**src/rtl/tx_packet_arbiter.sv**
```systemverilog
// tx_packet_arbiter: round-robin arbiter that frames a 48-bit payload from one of two
// requesters into an 8-byte SPART frame, one byte per tbr handshake.
module tx_packet_arbiter #(
    parameter logic [7:0] START1 = 8'hBA,
    parameter logic [7:0] START2 = 8'h11
) (
    input  logic        clk,
    input  logic        rst,
    input  logic        req0,
    input  logic        req1,
    input  logic [47:0] payload0,
    input  logic [47:0] payload1,
    input  logic        tbr,
    output logic        gnt0,
    output logic        gnt1,
    output logic        done0,
    output logic        done1,
    output logic [7:0]  tx_data,
    output logic        tx_wr,
    output logic        busy
);
    typedef enum logic [2:0] {IDLE, GRANT, WAIT_TBR, WRITE, HOLD} state_t;
    state_t      state_q, state_d;
    logic [2:0]  idx_q, idx_d;
    logic        lsp_q, lsp_d;
    logic        win_q, win_d;
    logic [47:0] payload_q, payload_d;
    logic [7:0]  tx_data_q, tx_data_d;
    logic [63:0] frame;
    logic        last;

    assign frame = {START1, START2, payload_q} << {idx_q, 3'b000};
    assign last  = idx_q == 3'd7;

    always_ff @(posedge clk or posedge rst) begin
        if (rst) begin
            state_q   <= IDLE;
            idx_q     <= '0;
            lsp_q     <= 1'b1;
            win_q     <= 1'b0;
            payload_q <= '0;
            tx_data_q <= '0;
        end else begin
            state_q   <= state_d;
            idx_q     <= idx_d;
            lsp_q     <= lsp_d;
            win_q     <= win_d;
            payload_q <= payload_d;
            tx_data_q <= tx_data_d;
        end
    end

    always_comb begin
        state_d   = state_q;
        idx_d     = idx_q;
        lsp_d     = lsp_q;
        win_d     = win_q;
        payload_d = payload_q;
        tx_data_d = tx_data_q;
        case (state_q)
            IDLE: if (req0 || req1) begin
                win_d   = (req0 && req1) ? ~lsp_q : req1;
                state_d = GRANT;
            end
            GRANT: begin
                payload_d = win_q ? payload1 : payload0;
                idx_d     = '0;
                state_d   = WAIT_TBR;
            end
            WAIT_TBR: if (tbr) begin
                tx_data_d = frame[63:56];
                state_d   = WRITE;
            end
            WRITE: state_d = HOLD;
            // HOLD gives tbr a cycle to fall after a write before it is sampled again
            HOLD: begin
                idx_d   = last ? idx_q : idx_q + 3'd1;
                lsp_d   = last ? win_q : lsp_q;
                state_d = last ? IDLE : WAIT_TBR;
            end
            default: state_d = IDLE;
        endcase
    end

    assign gnt0    = state_q == GRANT && !win_q;
    assign gnt1    = state_q == GRANT && win_q;
    assign done0   = state_q == HOLD && last && !win_q;
    assign done1   = state_q == HOLD && last && win_q;
    assign tx_wr   = state_q == WRITE;
    assign busy    = state_q != IDLE;
    assign tx_data = tx_data_q;
endmodule
```
**config.mk**
```make
export PLATFORM = sky130hd
export DESIGN_NAME = tx_packet_arbiter
export DESIGN_NICKNAME = d
export VERILOG_FILES = /design/src/rtl/tx_packet_arbiter.sv
export SDC_FILE = /design/constraint.sdc
export NUM_CORES = 1
export LEC_CHECK = 0
export ABC_AREA = 1
export CAP_MARGIN = 20
export CORE_ASPECT_RATIO = 2
export CORE_MARGIN = 4
export CORE_UTILIZATION = 60
export CTS_CLUSTER_SIZE = 8
export DETAILED_ROUTE_END_ITERATION = 10
export DONT_BUFFER_PORTS = 1
export PLACE_DENSITY = 0.82
export SLEW_MARGIN = 10
export SYNTH_ARGS = -nofsm -noshare
export SYNTH_HDL_FRONTEND = slang
export SYNTH_SLANG_ARGS = --single-unit
```
**constraint.sdc**
```tcl
create_clock -name clk -period 5 [get_ports clk]
set_input_delay 1.25 -clock clk [delete_from_list [all_inputs] [get_ports clk]]
set_output_delay 1.25 -clock clk [all_outputs]
set_load 0.05 [all_outputs]
```
# After elaboration in Yosys (flattened, before gate mapping)
# Cells that the tools add are included.
word_totals:
  n_memories: 0
  ram_bits: 0
  romBits: 0
  word_cells: 41
  latchBits: 0
  out_inout_bits: 14
  regBits: 64
  in_bits: 101
classes:
  n_addsub: 1
  reduce_logical: 16
  div: 0
  bitwise: 1
  mux: 8
  order_cmp: 0
  shifts: 1
  n_mul: 0
  n_eq_ne: 8
op_table:
  columns: ["operator", "count"]
  rows:
  - ["64-bit by 6-bit << shifter with 64-bit output", 1]
  - ["48-bit 2-to-1 mux", 1]
  - ["3-bit case mux with 5 select lines", 1]
  - ["2-bit AND reduction", 5]
  - ["3-bit 2-to-1 mux", 3]
  - ["3-bit by 2-bit equality test with 1-bit output (second input constant)", 2]
  - ["3-bit equality test (second input constant)", 2]
  - ["1-bit logical AND", 6]
  - ["2-bit inequality test (second input constant)", 3]
  - ["3-bit case mux with 2 select lines", 1]
  - ["3-bit by 1-bit adder with 3-bit output (second input constant)", 1]
  - ["3-bit by 1-bit equality test with 1-bit output (second input constant)", 1]
  - ["3-bit logical NOT", 1]
  - ["3-bit nonzero test", 1]
  - ["2-bit 2-to-1 mux", 1]
  - ["2-bit nonzero test", 1]
  - ["1-bit logical NOT", 1]
  - ["1-bit logical OR", 1]
  - ["1-bit 2-to-1 mux", 1]
  - ["1-bit NOT", 1]

# Logic depth before layout (Yosys ltp)
# Gate-level depths: netlist of run 1.
logic_depth:
  depth_word: 3
  mapped_depth: 8
  mapped_depth_nobuf: 8

# Worst setup path before layout of run 1
# No wires, ideal clock.
synth_timing:
  path_type: "reg-to-output"
  from: "register state_q[0]"
  to: "output done0"
  stages_incl_launch_ff: 4
  path_buffers: 0
  setup_slack_ns: 2.158
  t_arrival_ns: 1.592
  required_ns: 3.750
  cell_sequence: "dfrtp_1 -> nor3_1 -> nand2_1 -> nor2_1"
synth_via:
  elab_chain_cells: 3
synth_lines:
  columns: ["item", "line_no", "text"]
  rows:
  - ["start, declared", "23", "state_t state_q, state_d;"]
  - ["start signal, assigned", "44", "state_q <= state_d;"]
  - ["3-bit equality test", "87", "assign done0 = state_q == HOLD && last && !win_q;"]
  - ["1-bit logical AND (2 in a row)", "87", null]
  - ["end, declared", "16", "output logic done0,"]
# No other way between the ends.

# Final worst setup path of run 1
layout_timing:
  from: "register idx_q[0]"
  to: "output done0"
layout_via:
  elab_chain_cells: 3
layout_lines:
  columns: ["item", "line_no", "text"]
  rows:
  - ["start, declared", "24", "logic [2:0] idx_q, idx_d;"]
  - ["start signal, assigned", "45", "idx_q <= idx_d;"]
  - ["3-bit equality test", "33", "assign last = idx_q == 3'd7;"]
  - ["1-bit logical AND (2 in a row)", "87", null]
# No other way between the ends.

==> impl_metrics.py, run 1 <==
metrics = {
    "setup_path": {
        "cp_slowest_cell": "dfrtp_1",
        "startpoint_type": "flip-flop",
        "reg2reg_to": "payload_q[29]",
        "ff2ff_path_depth": 7,
        "r2r_slack_ns": 2.83,
        "rr_startpoint": "state_q[1]",
        "crit_fanout": 23,
        "crit_start": "idx_q[0]",
        "endpoint": "done0",
        "crit_arrival_ns": 2.38,
        "cp_common_cell": "ha_1",
        "cp-end-kind": "primary output",
        "crit_type": "flip-flop to primary output",
        "required_ns": 3.75,
        "path_cells": "ha_1 > ha_1 > nand2_1 > nor2_1",
        "cpPeakStageDelay_ns": 0.77,
    },
    "synth": {
        "yosys-top-cells-area": "dfrtp_1 (47%), nand2_1 (26%), nand3_1 (12%)",
        "synth_warnings": 0,
        "syn-num-nets": 586,
        "ys_seq_area_frac": 0.477,
        "yosysTopAreaCellShare": 0.470,
        "synth_area_leader_cell": "dfrtp_1",
        "ys_ff_latch": 64,
        "avgSynthCellArea_sq_um": 6.95,
        "synth_area_sq_mm": 0.00336,
        "synthDistinctLibCells": 17,
        "syn_inst": 483,
    },
    "clock_tree": {
        "hold_buffers": 0,
        "cts_max_path_buffers": 2,
        "cts_root_buf": "clkbuf_8",
        "clk_pin_slew_ns": 0.06,
        "cts_tree": "yes",
        "htree_levels": 3,
        "cts_buffers": 9,
        "postCtsSetupBuffers": 0,
        "clkSinkCount": 64,
        "cts_resized": 0,
        "clock_latency_ns": 0.34,
    },
    "detailed_routing": {
        "vias": 2926,
        "wirelength_mm": 7.85,
        "dr.pass1.iters": 4,
        "via_per_inst": 5.43,
        "drtIter0Drc": 125,
        "wl_per_cell_um": 14.6,
        "drcViolationCount": 0,
        "ant_nets": 0,
    },
    "cells_and_area": {
        "fin_area_sq_mm": 0.00350,
        "layout-drive-gt1-share": 0.0397,
        "final_common_cell": "nand2_1",
        "layout_common_cells": "nand2_1 (234), nand3_1 (78), dfrtp_1 (63), inv_1 (53), clkbuf_8 (9)",
        "final_util": 0.647,
        "diodes": 0,
        "nets": 578,
        "areaGrowthSynthToFinish_pct": 4.40,
    },
    "global_route": {
        "grt_pass1_wl_mm": 12.6,
        "grt_pass1_vias": 3004,
        "grt_usage": 0.246,
        "grt_max_degree": 65,
        "antenna_found_initial": 0,
        "grt_overflow_total": 0,
    },
    "timing": {
        "slew_viol_final": 0,
        "slew_headroom": 0.397,
        "setup_viol": 0,
        "tns_ns": 0,
        "worst_pin_slew_ns": 0.900,
        "hold_ws_ns": 0.480,
        "fmax_mhz": 276,
        "worst_slack_ns": 1.37,
        "min_period_over_period": 0.726,
        "period_needed_ns": 3.63,
        "rsz0062_at_grt": "false",
        "final_hold_viol_count": 0,
        "fin_worst_skew_ns": 0.00842,
    },
    "flow_run": {
        "cap_viol_max_count": 0,
    },
    "floorplanning": {
        "core_area_sq_mm": 0.00542,
        "die_y_um": 114,
        "rows": 38,
        "io_pins": 115,
        "die-area_sq_mm": 0.00693,
        "die_w_um": 60.9,
        "start_util": 0.619,
    },
    "place": {
        "dp_hpwl_mm": 5.98,
        "placed_cell_area_sq_mm": 0.00336,
        "dp_slack_ns": 1.74,
        "portBuffers": 0,
        "gp_congestion": 0.870,
    },
    "power_and_ir_drop": {
        "powerDensity_mw_per_mm2": 650,
        "p_leak_nw": 1.85,
        "ir_drop_mv": 0.548,
    },
    "run_status": {
        "outcome": "complete, no violations",
    },
    "worst_hold_path": {
        "hold_class": "flip-flop to flip-flop",
    },
}
[worst min-delay path by stage]
stage                   from       endpoint  slack, ns  cells after the start
6_report          state_q[2]     state_q[2]       0.48                      1
5_1_grt        payload_q[19]  payload_q[19]       0.51                      2
3_3_place_gp      state_q[2]     state_q[2]       0.46                      1
4_1_cts           state_q[2]     state_q[2]       0.48                      1
2_1_floorplan     state_q[2]     state_q[2]       0.44                      1
3_5_place_dp      state_q[2]     state_q[2]       0.47                      1
[cells in the mapped netlist (all sizes together)]
master / n
o21ai: 6
clkbuf: 7
dfstp: 1
nand2: 234
a21oi: 8
buf: 16
inv: 54
nand3: 79
nor3: 1
dfrtp: 63
ha: 2
nor2: 10
a21boi: 2
[critical path: cells and delay by family, from the launching register on]
family / cells / cell delay, ns
DFF: 1 / 0.77
and+or+nand+nor: 2 / 0.84
adders and majority gates: 2 / 0.42
[layer usage]
layer	routed length [um]	GRT usage	up-vias
met5	0	0	-
met1	2800	0.268	1356
met2	4430	0.429	94
li1	-	-	1462
met3	445	0.0544	14
met4	172	0.123	0
[state kept, by name, indices dropped and copies added (netlist names)]
name / flops
state_q: 3
payload_q: 48
lsp_q: 1
idx_q: 3
tx_data: 8
win_q: 1
[stage by stage]
| stage | instances | power, mW |
|---|---|---|
| 6_report | 539 | 2.28 |
| 5_1_grt | 539 | 2.48 |
| 4_1_cts | 539 | 2.31 |
| 3_5_place_dp | 524 | 1.95 |
| 3_3_place_gp | 524 | 1.92 |
| 2_1_floorplan | 483 | 1.73 |
[layout make-up]
type                    instances  area (sq um)
inverters                      54           203
repair buffers                  4          30.0
fillers                       526          1920
clock buffers                  14           143
clock inverters                 1          5.00
well taps                      60          75.1
flip-flops and latches         64          1600
multi-input cells             342          1450
[report_power, final]
part	internal, mW	switching [mW]	total (mW)
Sequential	0.759	0.263	1.02
Clock	0.177	0.172	0.349
Combinational	0.304	0.603	0.907
Total	1.24	1.04	2.28
[kinds of logic (layout without fill, tap and decap cells)]
group / after synthesis / after routing / share of synthesized area
flops: 64 / 64 / 0.477
fa+ha+maj: 2 / 2 / 0.00745
simple gates: 324 / 324 / 0.395
compound gates: 16 / 16 / 0.0253
buf+inv: 77 / 73 / 0.0947
Power figures use the tool's default switching activity.
==> run 2, diff against run 1 <==
- clock period: 5 -> 3.35 ns (I/O delays scaled with it)
==> run 2 against run 1 <==
- global-route usage increased by 1.7 points
- critical path depth is 1 higher
- worst hold slack got worse by 0.10 ns
- via count rose by 2.7%
- core utilization increased by 1.1 points
- die area is the same
- non-clock buffer count up 3
- largest cell class unchanged
- first-iteration DRC count grew 27%
- highest routed layer unchanged
- critical endpoint unchanged
- clock power is 66% higher
- sequential power increased by 51%
- critical path type unchanged
- register-to-register slack got worse by 1.9 ns
- sequential share of layout area decreased by 0.77 points
==> impl_metrics.py, run 2 (synthesis results as in run 1) <==
metrics = {
    "setup_path": {
        "crit_arrival_ns": 2.01,
        "path_cells": "ha_1 > ha_1 > nand2_1 > nor2_1 > buf_4",
        "crit_fanout": 23,
        "cpPeakStageDelay_ns": 0.76,
        "rr_startpoint": "state_q[1]",
        "required_ns": 2.51,
        "startpoint_type": "flip-flop",
        "cp_slowest_cell": "dfrtp_1",
        "cp-end-kind": "primary output",
        "cp_common_cell": "ha_1",
        "crit_start": "idx_q[0]",
        "crit_type": "flip-flop to primary output",
    },
    "global_route": {
        "antenna_found_initial": 0,
        "grt_usage": 0.263,
        "grt_max_degree": 41,
        "grt_overflow_total": 0,
        "grt_pass1_vias": 3084,
        "grt_pass1_wl_mm": 13.5,
    },
    "detailed_routing": {
        "drcViolationCount": 0,
        "wl_per_cell_um": 15.2,
        "ant_nets": 0,
        "wirelength_mm": 8.22,
        "dr.pass1.iters": 4,
        "via_per_inst": 5.55,
        "vias": 3005,
        "drtIter0Drc": 159,
    },
    "clock_tree": {
        "cts_tree": "yes",
        "clkSinkCount": 64,
        "clk_pin_slew_ns": 0.07,
        "cts_resized": 0,
        "postCtsSetupBuffers": 0,
        "cts_root_buf": "clkbuf_8",
        "htree_levels": 3,
        "clock_latency_ns": 0.34,
        "cts_buffers": 9,
        "cts_max_path_buffers": 2,
        "hold_buffers": 0,
    },
    "floorplanning": {
        "core_area_sq_mm": 0.00542,
        "die-area_sq_mm": 0.00693,
        "die_w_um": 60.9,
        "rows": 38,
        "start_util": 0.619,
        "io_pins": 115,
        "die_y_um": 114,
    },
    "power_and_ir_drop": {
        "p_leak_nw": 1.88,
        "p_seq_frac": 0.443,
        "internal-power_mw": 1.91,
        "swShare": 0.449,
        "powerDensity_mw_per_mm2": 973,
        "p_comb_frac": 0.389,
        "clkPwrFrac": 0.167,
        "ir_drop_mv": 0.691,
        "power.switching_mw": 1.56,
    },
    "cells_and_area": {
        "layout_common_cells": "nand2_1 (234), nand3_1 (78), dfrtp_1 (63), inv_1 (53), clkbuf_8 (12)",
        "largest_reg_flops": 48,
        "areaGrowthSynthToFinish_pct": 6.19,
        "final_common_cell": "nand2_1",
        "nets": 581,
        "top_register": "payload_q",
        "diodes": 0,
        "layout-drive-gt1-share": 0.0499,
    },
    "timing": {
        "rsz0062_at_grt": "false",
        "tns_ns": 0,
        "period_needed_ns": 2.85,
        "worst_pin_slew_ns": 0.895,
        "slew_headroom": 0.401,
        "slew_viol_final": 0,
        "fin_worst_skew_ns": 0.00711,
        "min_period_over_period": 0.849,
        "fmax_mhz": 351,
        "final_hold_viol_count": 0,
        "setup_viol": 0,
        "worst_slack_ns": 0.505,
    },
    "place": {
        "gp_congestion": 0.917,
        "portBuffers": 0,
        "dp_slack_ns": 0.851,
        "dp_hpwl_mm": 6.39,
    },
    "run_status": {
        "outcome": "complete, no violations",
    },
    "flow_run": {
        "cap_viol_max_count": 0,
    },
    "worst_hold_path": {
        "hold_class": "input pin to asynchronous set/reset pin",
    },
}
run 2: cell count changes in the layout (fill, tap and decap cells not counted), sizes merged:
cell	delta
buf	+3
clkinv	-1
run 2: per-stage QoR:
step	util	total power, mW	hold slack [ns]	area, sq um	std cells
3_5_place_dp	0.626	2.91	0.481	3390	527
2_1_floorplan	-	2.58	0.445	3360	483
3_3_place_gp	0.622	2.87	0.457	3370	526
6_report	0.658	3.47	0.377	3560	541
5_1_grt	0.658	3.78	0.402	3560	541
4_1_cts	0.658	3.51	0.374	3560	541
run 2: layout make-up:
cell class                      count  area, sq um
Inverter                           54          203
Fill cell                         506         1860
Multi-Input combinational cell    342         1450
Clock buffer                       14          173
Timing Repair Buffer                7         65.1
Tap cell                           60         75.1
Sequential cell                    64         1600
run 2: worst paths after layout:
path                                 end  slack, ns  cells past startpoint
min in group clk              state_q[2]       0.49                      1
min reg2reg                   state_q[2]       0.49                      1
min                        payload_q[40]       0.38                      1
max in group asynchronous     state_q[0]       2.26                      3
max reg2reg                payload_q[31]       0.96                      6
max                                done0       0.50                      5
run 2: metal layers:
layer	vias to the layer above	part of all wire	global-route usage
li1	1475	-	-
met1	1396	0.35	0.289
met2	104	0.55	0.444
met3	30	0.048	0.0589
met4	0	0.053	0.153
met5	-	0	0
run 2: worst max-delay path: cells and delay by family (launching register included):
kind | cells | cell delay (ns)
adder cells (fa/ha/maj) | 2 | 0.42
flip-flops | 1 | 0.76
AND/OR/NAND/NOR | 2 | 0.27
buffers and inverters | 1 | 0.22
run 2: power groups by stage:
stage	Combinational (mW)	Clock [mW]	Sequential, mW
global route	1.58	0.623	1.58
floorplan	1.14	0	1.43
CTS	1.37	0.596	1.54
detailed placement	1.36	0	1.55
finish	1.35	0.581	1.54
global placement	1.33	0	1.54
